## config.mk

```make
export PLATFORM = sky130hd
export DESIGN_NAME = opcode_trace_flat
export DESIGN_NICKNAME = d
export VERILOG_FILES = /design/src/rtl/opcode_trace_pkg.sv /design/src/rtl/opcode_trace_if.sv /design/src/rtl/opcode_trace_fifo.sv /design/src/rtl/opcode_trace.sv /design/src/flat_wrapper.sv
export SDC_FILE = /design/constraint.sdc
export NUM_CORES = 1
export LEC_CHECK = 0
export ABC_AREA = 1
export BUFFER_PORTS_ARGS = -buffer_cell sky130_fd_sc_hd__buf_4
export CAP_MARGIN = 0
export CELL_PAD_IN_SITES_DETAIL_PLACEMENT = 1
export CELL_PAD_IN_SITES_GLOBAL_PLACEMENT = 1
export CORE_ASPECT_RATIO = 0.75
export CORE_MARGIN = 1.5
export CORE_UTILIZATION = 52
export CTS_BUF_LIST = sky130_fd_sc_hd__clkbuf_8
export CTS_CLUSTER_DIAMETER = 50
export DETAILED_ROUTE_END_ITERATION = 12
export PLACE_DENSITY_LB_ADDON = 0.12
export SLEW_MARGIN = 20
export SYNTH_ARGS = -nofsm -noshare
export SYNTH_HDL_FRONTEND = slang
export SYNTH_SLANG_ARGS = --single-unit
```

## constraint.sdc

```tcl
create_clock -name clk -period 6.09 [get_ports clk]
set_clock_uncertainty 0.05 [all_clocks]
set_input_delay 0.609 -clock clk [delete_from_list [all_inputs] [get_ports clk]]
set_output_delay 0.609 -clock clk [all_outputs]
set_load 0.01 [all_outputs]
```

## src/rtl/opcode_trace_pkg.sv

```systemverilog
// ---------------------------------------------------------------------------
// trace_pkg
// Shared definitions for the opcode trace capture block.
//   A24_PREFIX    : opcode byte that marks a 24-bit-address prefix
//   AW_MAX        : widest CPU address the entry struct can carry
//   trace_entry_t : one traced instruction {opcode, pc, a24, seq}
// ---------------------------------------------------------------------------
package trace_pkg;

  localparam logic [7:0] A24_PREFIX = 8'h1F;

  // The entry struct must have a fixed layout, so pc is sized for the widest
  // supported bus; narrower buses zero-extend into it.
  localparam int AW_MAX = 32;

  typedef struct packed {
    logic [7:0]        opcode;
    logic [AW_MAX-1:0] pc;
    logic              a24;
    logic [7:0]        seq;
  } trace_entry_t;

endpackage

```

## src/rtl/opcode_trace_if.sv

```systemverilog
// ---------------------------------------------------------------------------
// opcode_trace_if
// Valid/ready stream carrying traced instructions to the disassembler.
//   out_valid  : head entry present
//   out_ready  : consumer accepts the head entry
//   out_opcode : opcode byte
//   out_pc     : address of the first byte of the instruction
//   out_a24    : instruction carried the A24 prefix
//   out_seq    : instruction sequence number
// master = trace producer, slave = disassembler side.
// ---------------------------------------------------------------------------
interface opcode_trace_if #(
  parameter int AW = 24
) ();

  logic          out_valid;
  logic          out_ready;
  logic [7:0]    out_opcode;
  logic [AW-1:0] out_pc;
  logic          out_a24;
  logic [7:0]    out_seq;

  modport master (
    output out_valid,
    input  out_ready,
    output out_opcode,
    output out_pc,
    output out_a24,
    output out_seq
  );

  modport slave (
    input  out_valid,
    output out_ready,
    input  out_opcode,
    input  out_pc,
    input  out_a24,
    input  out_seq
  );

endinterface

```

## src/rtl/opcode_trace_fifo.sv

```systemverilog
// ---------------------------------------------------------------------------
// trace_fifo
// Generic first-word-fall-through synchronous FIFO.
//   clk, RST_N : clock, asynchronous active-low reset
//   push, din  : write request and data
//   pop        : read request (ignored while empty)
//   clr        : synchronous flush, overrides push and pop
//   dout       : head entry; holds the last shown value while empty
//   full/empty : status flags
//   level      : current entry count
// A push while full is accepted only when a pop happens in the same cycle.
// ---------------------------------------------------------------------------
module trace_fifo #(
  parameter int DEPTH = 8,
  parameter int W     = 8
) (
  input  logic                   clk,
  input  logic                   RST_N,
  input  logic                   push,
  input  logic [W-1:0]           din,
  input  logic                   pop,
  input  logic                   clr,
  output logic [W-1:0]           dout,
  output logic                   full,
  output logic                   empty,
  output logic [$clog2(DEPTH):0] level
);

  localparam int PW = $clog2(DEPTH);

  logic [W-1:0]  mem [DEPTH];
  logic [PW-1:0] wr_ptr;
  logic [PW-1:0] rd_ptr;
  logic [PW:0]   count;
  logic [W-1:0]  hold_q;
  logic          do_push;
  logic          do_pop;

  assign empty   = (count == '0);
  assign full    = (count == (PW+1)'(DEPTH));
  assign level   = count;
  assign do_pop  = pop & ~empty & ~clr;
  assign do_push = push & (~full | do_pop) & ~clr;

  // While empty the output shows the hold register, which tracks whatever was
  // on dout the previous cycle, so the last entry stays visible.
  assign dout = empty ? hold_q : mem[rd_ptr];

  always_ff @(posedge clk) begin
    if (do_push) begin
      mem[wr_ptr] <= din;
    end
  end

  // Pointers wrap naturally because DEPTH is a power of two.
  always_ff @(posedge clk or negedge RST_N) begin
    if (!RST_N) begin
      wr_ptr <= '0;
      rd_ptr <= '0;
      count  <= '0;
      hold_q <= '0;
    end else begin
      hold_q <= dout;
      if (clr) begin
        wr_ptr <= '0;
        rd_ptr <= '0;
        count  <= '0;
      end else begin
        if (do_push) begin
          wr_ptr <= wr_ptr + PW'(1);
        end
        if (do_pop) begin
          rd_ptr <= rd_ptr + PW'(1);
        end
        case ({do_push, do_pop})
          2'b10:   count <= count + (PW+1)'(1);
          2'b01:   count <= count - (PW+1)'(1);
          default: count <= count;
        endcase
      end
    end
  end

endmodule

```

## src/rtl/opcode_trace.sv

```systemverilog
// ---------------------------------------------------------------------------
// opcode_trace
// Watches a CPU bus for opcode fetches and queues one entry per instruction
// for a downstream disassembler. A24 prefix bytes (8'h1F) are merged into
// the following instruction rather than queued on their own.
//   clk, RST_N        : clock, asynchronous active-low reset
//   AB, DI            : CPU address and read-data buses
//   SYNC, RDY         : opcode-fetch marker and CPU ready
//   enable            : capture enable, sampled with SYNC
//   clr               : synchronous flush of queue and counters
//   tout              : trace output stream (opcode_trace_if.master)
//   level             : entries currently queued
//   ovf_cnt           : instructions dropped because the queue was full
// AW must not exceed trace_pkg::AW_MAX.
// ---------------------------------------------------------------------------
module opcode_trace
  import trace_pkg::*;
#(
  parameter int DEPTH = 8,
  parameter int AW    = 24
) (
  input  logic                   clk,
  input  logic                   RST_N,
  input  logic [AW-1:0]          AB,
  input  logic [7:0]             DI,
  input  logic                   SYNC,
  input  logic                   RDY,
  input  logic                   enable,
  input  logic                   clr,
  opcode_trace_if.master         tout,
  output logic [$clog2(DEPTH):0] level,
  output logic [7:0]             ovf_cnt
);

  localparam int EW = $bits(trace_entry_t);

  logic          pend_q;
  logic [AW-1:0] pend_addr_q;
  logic [AW-1:0] prefix_pc_q;
  logic          a24_pend_q;
  logic [7:0]    seq_q;
  logic [7:0]    ovf_q;

  logic          fetch_ev;
  logic          sync_off;
  logic          capture;
  logic          is_prefix;
  logic          push;
  logic          pop;
  logic          drop;
  logic          full;
  logic          empty;
  trace_entry_t  cap_entry;
  trace_entry_t  head;

  // Decode this cycle's bus activity. The opcode byte arrives on the first
  // ready cycle after the fetch; a merged prefix supplies its own address.
  always_comb begin
    fetch_ev         = SYNC & RDY & enable;
    sync_off         = SYNC & RDY & ~enable;
    capture          = pend_q & RDY;
    is_prefix        = (DI == A24_PREFIX);
    push             = capture & ~is_prefix;
    pop              = tout.out_valid & tout.out_ready;
    drop             = push & full & ~pop;
    cap_entry        = '0;
    cap_entry.opcode = DI;
    cap_entry.pc     = AW_MAX'(a24_pend_q ? prefix_pc_q : pend_addr_q);
    cap_entry.a24    = a24_pend_q;
    cap_entry.seq    = seq_q;
  end

  // Fetch tracking, prefix merge and counters. A fetch in the capture cycle
  // re-arms the pending flag. A disabled fetch cancels any waiting prefix,
  // and that cancellation wins over a prefix captured in the same cycle.
  always_ff @(posedge clk or negedge RST_N) begin
    if (!RST_N) begin
      pend_q      <= 1'b0;
      pend_addr_q <= '0;
      prefix_pc_q <= '0;
      a24_pend_q  <= 1'b0;
      seq_q       <= '0;
      ovf_q       <= '0;
    end else if (clr) begin
      pend_q      <= 1'b0;
      a24_pend_q  <= 1'b0;
      seq_q       <= '0;
      ovf_q       <= '0;
    end else begin
      if (fetch_ev) begin
        pend_addr_q <= AB;
        pend_q      <= 1'b1;
      end else if (capture) begin
        pend_q      <= 1'b0;
      end
      if (capture && is_prefix) begin
        if (!a24_pend_q) begin
          prefix_pc_q <= pend_addr_q;
        end
        a24_pend_q <= 1'b1;
      end else if (push) begin
        a24_pend_q <= 1'b0;
        seq_q      <= seq_q + 8'd1;
        if (drop && ovf_q != 8'hFF) begin
          ovf_q <= ovf_q + 8'd1;
        end
      end
      if (sync_off) begin
        a24_pend_q <= 1'b0;
      end
    end
  end

  trace_fifo #(
    .DEPTH (DEPTH),
    .W     (EW)
  ) u_fifo (
    .clk   (clk),
    .RST_N (RST_N),
    .push  (push),
    .din   (cap_entry),
    .pop   (pop),
    .clr   (clr),
    .dout  (head),
    .full  (full),
    .empty (empty),
    .level (level)
  );

  always_comb begin
    tout.out_valid  = ~empty;
    tout.out_opcode = head.opcode;
    tout.out_pc     = AW'(head.pc);
    tout.out_a24    = head.a24;
    tout.out_seq    = head.seq;
  end

  assign ovf_cnt = ovf_q;

endmodule

```

## src/flat_wrapper.sv

```systemverilog
// flat-port wrapper written by rule: the top's interface ports become plain ports
module opcode_trace_flat import trace_pkg::*;
#(
  parameter int DEPTH = 8,
  parameter int AW    = 24
)
  (clk, RST_N, AB, DI, SYNC, RDY, enable, clr, level, ovf_cnt, tout_out_valid, tout_out_ready, tout_out_opcode, tout_out_pc, tout_out_a24, tout_out_seq);
  opcode_trace_if #(.AW(AW)) tout_i ();
  input  logic clk;
  input  logic RST_N;
  input  logic [AW-1:0] AB;
  input  logic [7:0] DI;
  input  logic SYNC;
  input  logic RDY;
  input  logic enable;
  input  logic clr;
  output logic [$clog2(DEPTH):0] level;
  output logic [7:0] ovf_cnt;
  output wire logic [$bits(tout_i.out_valid)-1:0] tout_out_valid;
  input wire logic [$bits(tout_i.out_ready)-1:0] tout_out_ready;
  output wire logic [$bits(tout_i.out_opcode)-1:0] tout_out_opcode;
  output wire logic [$bits(tout_i.out_pc)-1:0] tout_out_pc;
  output wire logic [$bits(tout_i.out_a24)-1:0] tout_out_a24;
  output wire logic [$bits(tout_i.out_seq)-1:0] tout_out_seq;
  assign tout_out_valid = tout_i.out_valid;
  assign tout_i.out_ready = tout_out_ready;
  assign tout_out_opcode = tout_i.out_opcode;
  assign tout_out_pc = tout_i.out_pc;
  assign tout_out_a24 = tout_i.out_a24;
  assign tout_out_seq = tout_i.out_seq;
  opcode_trace #(.DEPTH(DEPTH), .AW(AW)) u_core (.clk(clk), .RST_N(RST_N), .AB(AB), .DI(DI), .SYNC(SYNC), .RDY(RDY), .enable(enable), .clr(clr), .tout(tout_i), .level(level), .ovf_cnt(ovf_cnt));
endmodule
```

==> impl_results.md <==
* Status: finished, final reports clean
* Setup WS post-layout at 2000 ps
* Tmin final at 4090 ps
* Worst EP arrival at 3430 ps
* Max Clk Rate at 245 MHz
* Layout cells sized above 1 at 14.5%
* Synth unique cells at 34
* Largest net degree at the start of global routing at 110
* Share of the synthesized area in the top cell type at 55.6%
* Drt total wl at 44900 µm
* Synthesized area per cell at 13.0 µm²
* Ys async rst share at 26.3%
* Number of nets still failing antenna checks after routing at 0
* Synth area leader: edfxtp_1
* Antenna cells at 0
* PD cells at 326 nW/µm²
* Final Hold Vio Count at 0
* Htree depth at 3
* CTS Buf Count at 69
* Slowest stage delay, CP at 710 ps
* Vias post-DR at 11.5k
* Mapped Cells at 1360
* DR vias/cell at 5.85
* Final setup fails at 0
* Root buf cell: clkbuf_8
* DIE WIDTH at 216 µm
* Pleak at 0.00746 µW
* Mapped Area at 17700 µm²
* Synthesis warning total at 0
* Slew Limit Headroom at 21.2%
* Crit. End Element: primary output
* Most frequent CP cell: buf_4
* Post-synthesis register bit count at 445
* Initial Utilization at 52.9%
* IO Count at 93
* Core ar. at 33500 µm²
* Post-CTS resize count at 0
* RSZ-0062 raised after global routing: false
* CP startpoint kind: flop
* Period utilization at 67.1%
* Drt drc at 0
* Synth top area cells: edfxtp_1 56%, dfrtp_1 17%, o21ai_0 3.8%, mux2i_1 3.8%, nor2_1 3.6%
* Most used flip-flop cell after synthesis: edfxtp_1
* Vias in the first global route at 12.1k
* Iter 0 DRT Violations at 1045
* Crit-path slowest cell: dfrtp_4
* Final nets at 1504
* Worst min path class: primary input to async pin
* Area delta synth->final at 13.0%
* Final slew viol count at 0
* CP required at 5430 ps
* Critical Path, Cell by Cell: inv_2 > buf_4 > nor2_1 > o32ai_1 > o211ai_1 > nand2_1 > buf_4
* Placed Cells incl. Taps at 1837
* CP Class: flop to primary output
* Clk Latency, worst-skew pair at 610 ps
* Post-Place Setup Slack at 2320 ps
* Port Buf Inserts at 92
* CTS sink count at 445
* Slew of the pin with the lowest slew margin at 1170 ps
* Total track usage at 26.2%
* Setup TNS Final at 0 ps
* Global-route wire length before repair at 70300 µm
* GRT overflow at 0
* Clk buf depth at 3
* Setup bufs post-CTS at 0
* Mapped Nets at 1405
* Hold_buf cts at 0
* Register area share after synthesis at 72.1%
* Post-Layout Cell Count at 1963
* Count leader, synth: edfxtp_1
* Die area at 35200 µm²
* Row count at 58
* Commonest cells post-synth: 328 x edfxtp_1, 172 x nor2_1, 139 x nand2_1
* DP HPWL at 26200 µm
* Initial antenna violation count at 0
* Height of the die at 163 µm
* Number of flops mapped to enable cells by yosys at 328
* Routability cong. at 0.758
* CTS tree: built
* Max-Cap Viols at 0
* DR pass1 iterations at 5
* Largest fanout on the critical path at 43
* Maximum vdd drop at 0.168 mV
* Avg WL per Cell at 22.9 µm
* Clk pin slew, worst setup/hold paths at 70 ps
-- cell type report --
type,instances,area (µm²)
fill,3365,13500
sequential,445,12800
multi-input combinational,772,4400
clock buffer,71,977
timing repair buffer,114,868
tap,450,563
clock inverter,54,221
inverter,57,216
-- kinds of logic (layout without fill, tap and decap cells) --
kind of cell / count (synthesis) / count (layout) / share of synthesized area (%)
xor gates and xnor gates: 4 / 4 / 0.198
and+or+nand+nor: 418 / 418 / 10.2
adders and majority gates: 6 / 6 / 0.423
buffers and inverters: 143 / 296 / 3.44
muxes: 67 / 67 / 3.78
DFF: 445 / 445 / 72.1
AOI/OAI and AO/OA: 277 / 277 / 9.84
-- critical path, delay by kind of cell (launching register included) --
family,cells,cell delay (ps)
buffers and inverters,3,1260
and+or+nand+nor,2,270
AOI/OAI and AO/OA,2,540
DFF,1,710
-- stage by stage --
step | power [µW] | cell area, µm² | hold slack, ps | util, %
floorplan | 3950 | 17700 | 263 | -
global placement | 4340 | 18800 | 408 | 56.1
detailed placement | 4370 | 18800 | 422 | 56.1
CTS | 6590 | 20000 | 59.0 | 59.7
global route | 6780 | 20000 | 68.2 | 59.7
finish | 6530 | 20000 | 21.0 | 59.7
-- sequential cells by signal (all words and copies together), names as in the netlist --
name / count
u_core.a24_pend_q: 1
u_core.u_fifo.level: 4
u_core.pend_q: 1
u_core.ovf_cnt: 8
u_core.u_fifo.wr_ptr: 3
u_core.seq_q: 8
u_core.u_fifo.rd_ptr: 3
u_core.pend_addr_q: 24
u_core.u_fifo.mem: 328
u_core.prefix_pc_q: 24
u_core.u_fifo.hold_q: 41
-- where the power goes --
part / total [µW] / switching [µW] / internal (µW)
clock network: 2220 / 1130 / 1080
registers: 3540 / 52.6 / 3490
logic: 771 / 465 / 306
-- final timing paths --
| path | startpoint | endpoint | slack, ps | cells past startpoint |
|---|---|---|---|---|
| max | u_core.u_fifo.rd_ptr[0] | tout_out_pc[4] | 2000 | 7 |
| min | RST_N | u_core.ovf_cnt[5] | 20 | 1 |
| max reg2reg | u_core.u_fifo.level[3] | u_core.u_fifo.mem[0][24] | 2380 | 9 |
| min reg2reg | u_core.pend_addr_q[19] | u_core.prefix_pc_q[19] | 430 | 2 |
| max in group asynchronous | RST_N | u_core.u_fifo.rd_ptr[2] | 4600 | 2 |
| min in group clk | AB[2] | u_core.pend_addr_q[2] | 190 | 3 |
-- placed cells by master, fill, tap and decap left out, types with 2 or more instances in the layout --
cell | Yosys | routed
a21oi_1 | 31 | 31
buf_4 | 7 | 113
clkbuf_8 | 0 | 71
clkinv_1 | 0 | 8
clkinvlp_4 | 0 | 2
dfrtp_1 | 117 | 114
dfrtp_4 | 0 | 2
edfxtp_1 | 328 | 328
ha_1 | 6 | 6
inv_1 | 56 | 96
inv_6 | 0 | 2
mux2i_1 | 67 | 67
nand2_1 | 139 | 139
nand2_2 | 3 | 3
nand2_4 | 2 | 2
nand3_1 | 82 | 82
nand4_1 | 5 | 5
nor2_1 | 172 | 166
nor2_4 | 2 | 8
nor3_1 | 3 | 2
nor3_4 | 2 | 3
nor3b_2 | 4 | 4
o211ai_1 | 18 | 18
o21ai_0 | 136 | 129
o21ai_1 | 8 | 15
o221ai_1 | 64 | 64
o32ai_1 | 18 | 18
xor2_1 | 4 | 4
-- layer usage --
layer  up-vias  track usage (%)  wire length [µm]
met5         -                0                 0
met4         0             6.91               849
met3        74             4.93              2090
met2       303             41.7             21200
met1      5922             37.6             20800
li1       5185                -                 -
Power figures use the tool's default switching activity.
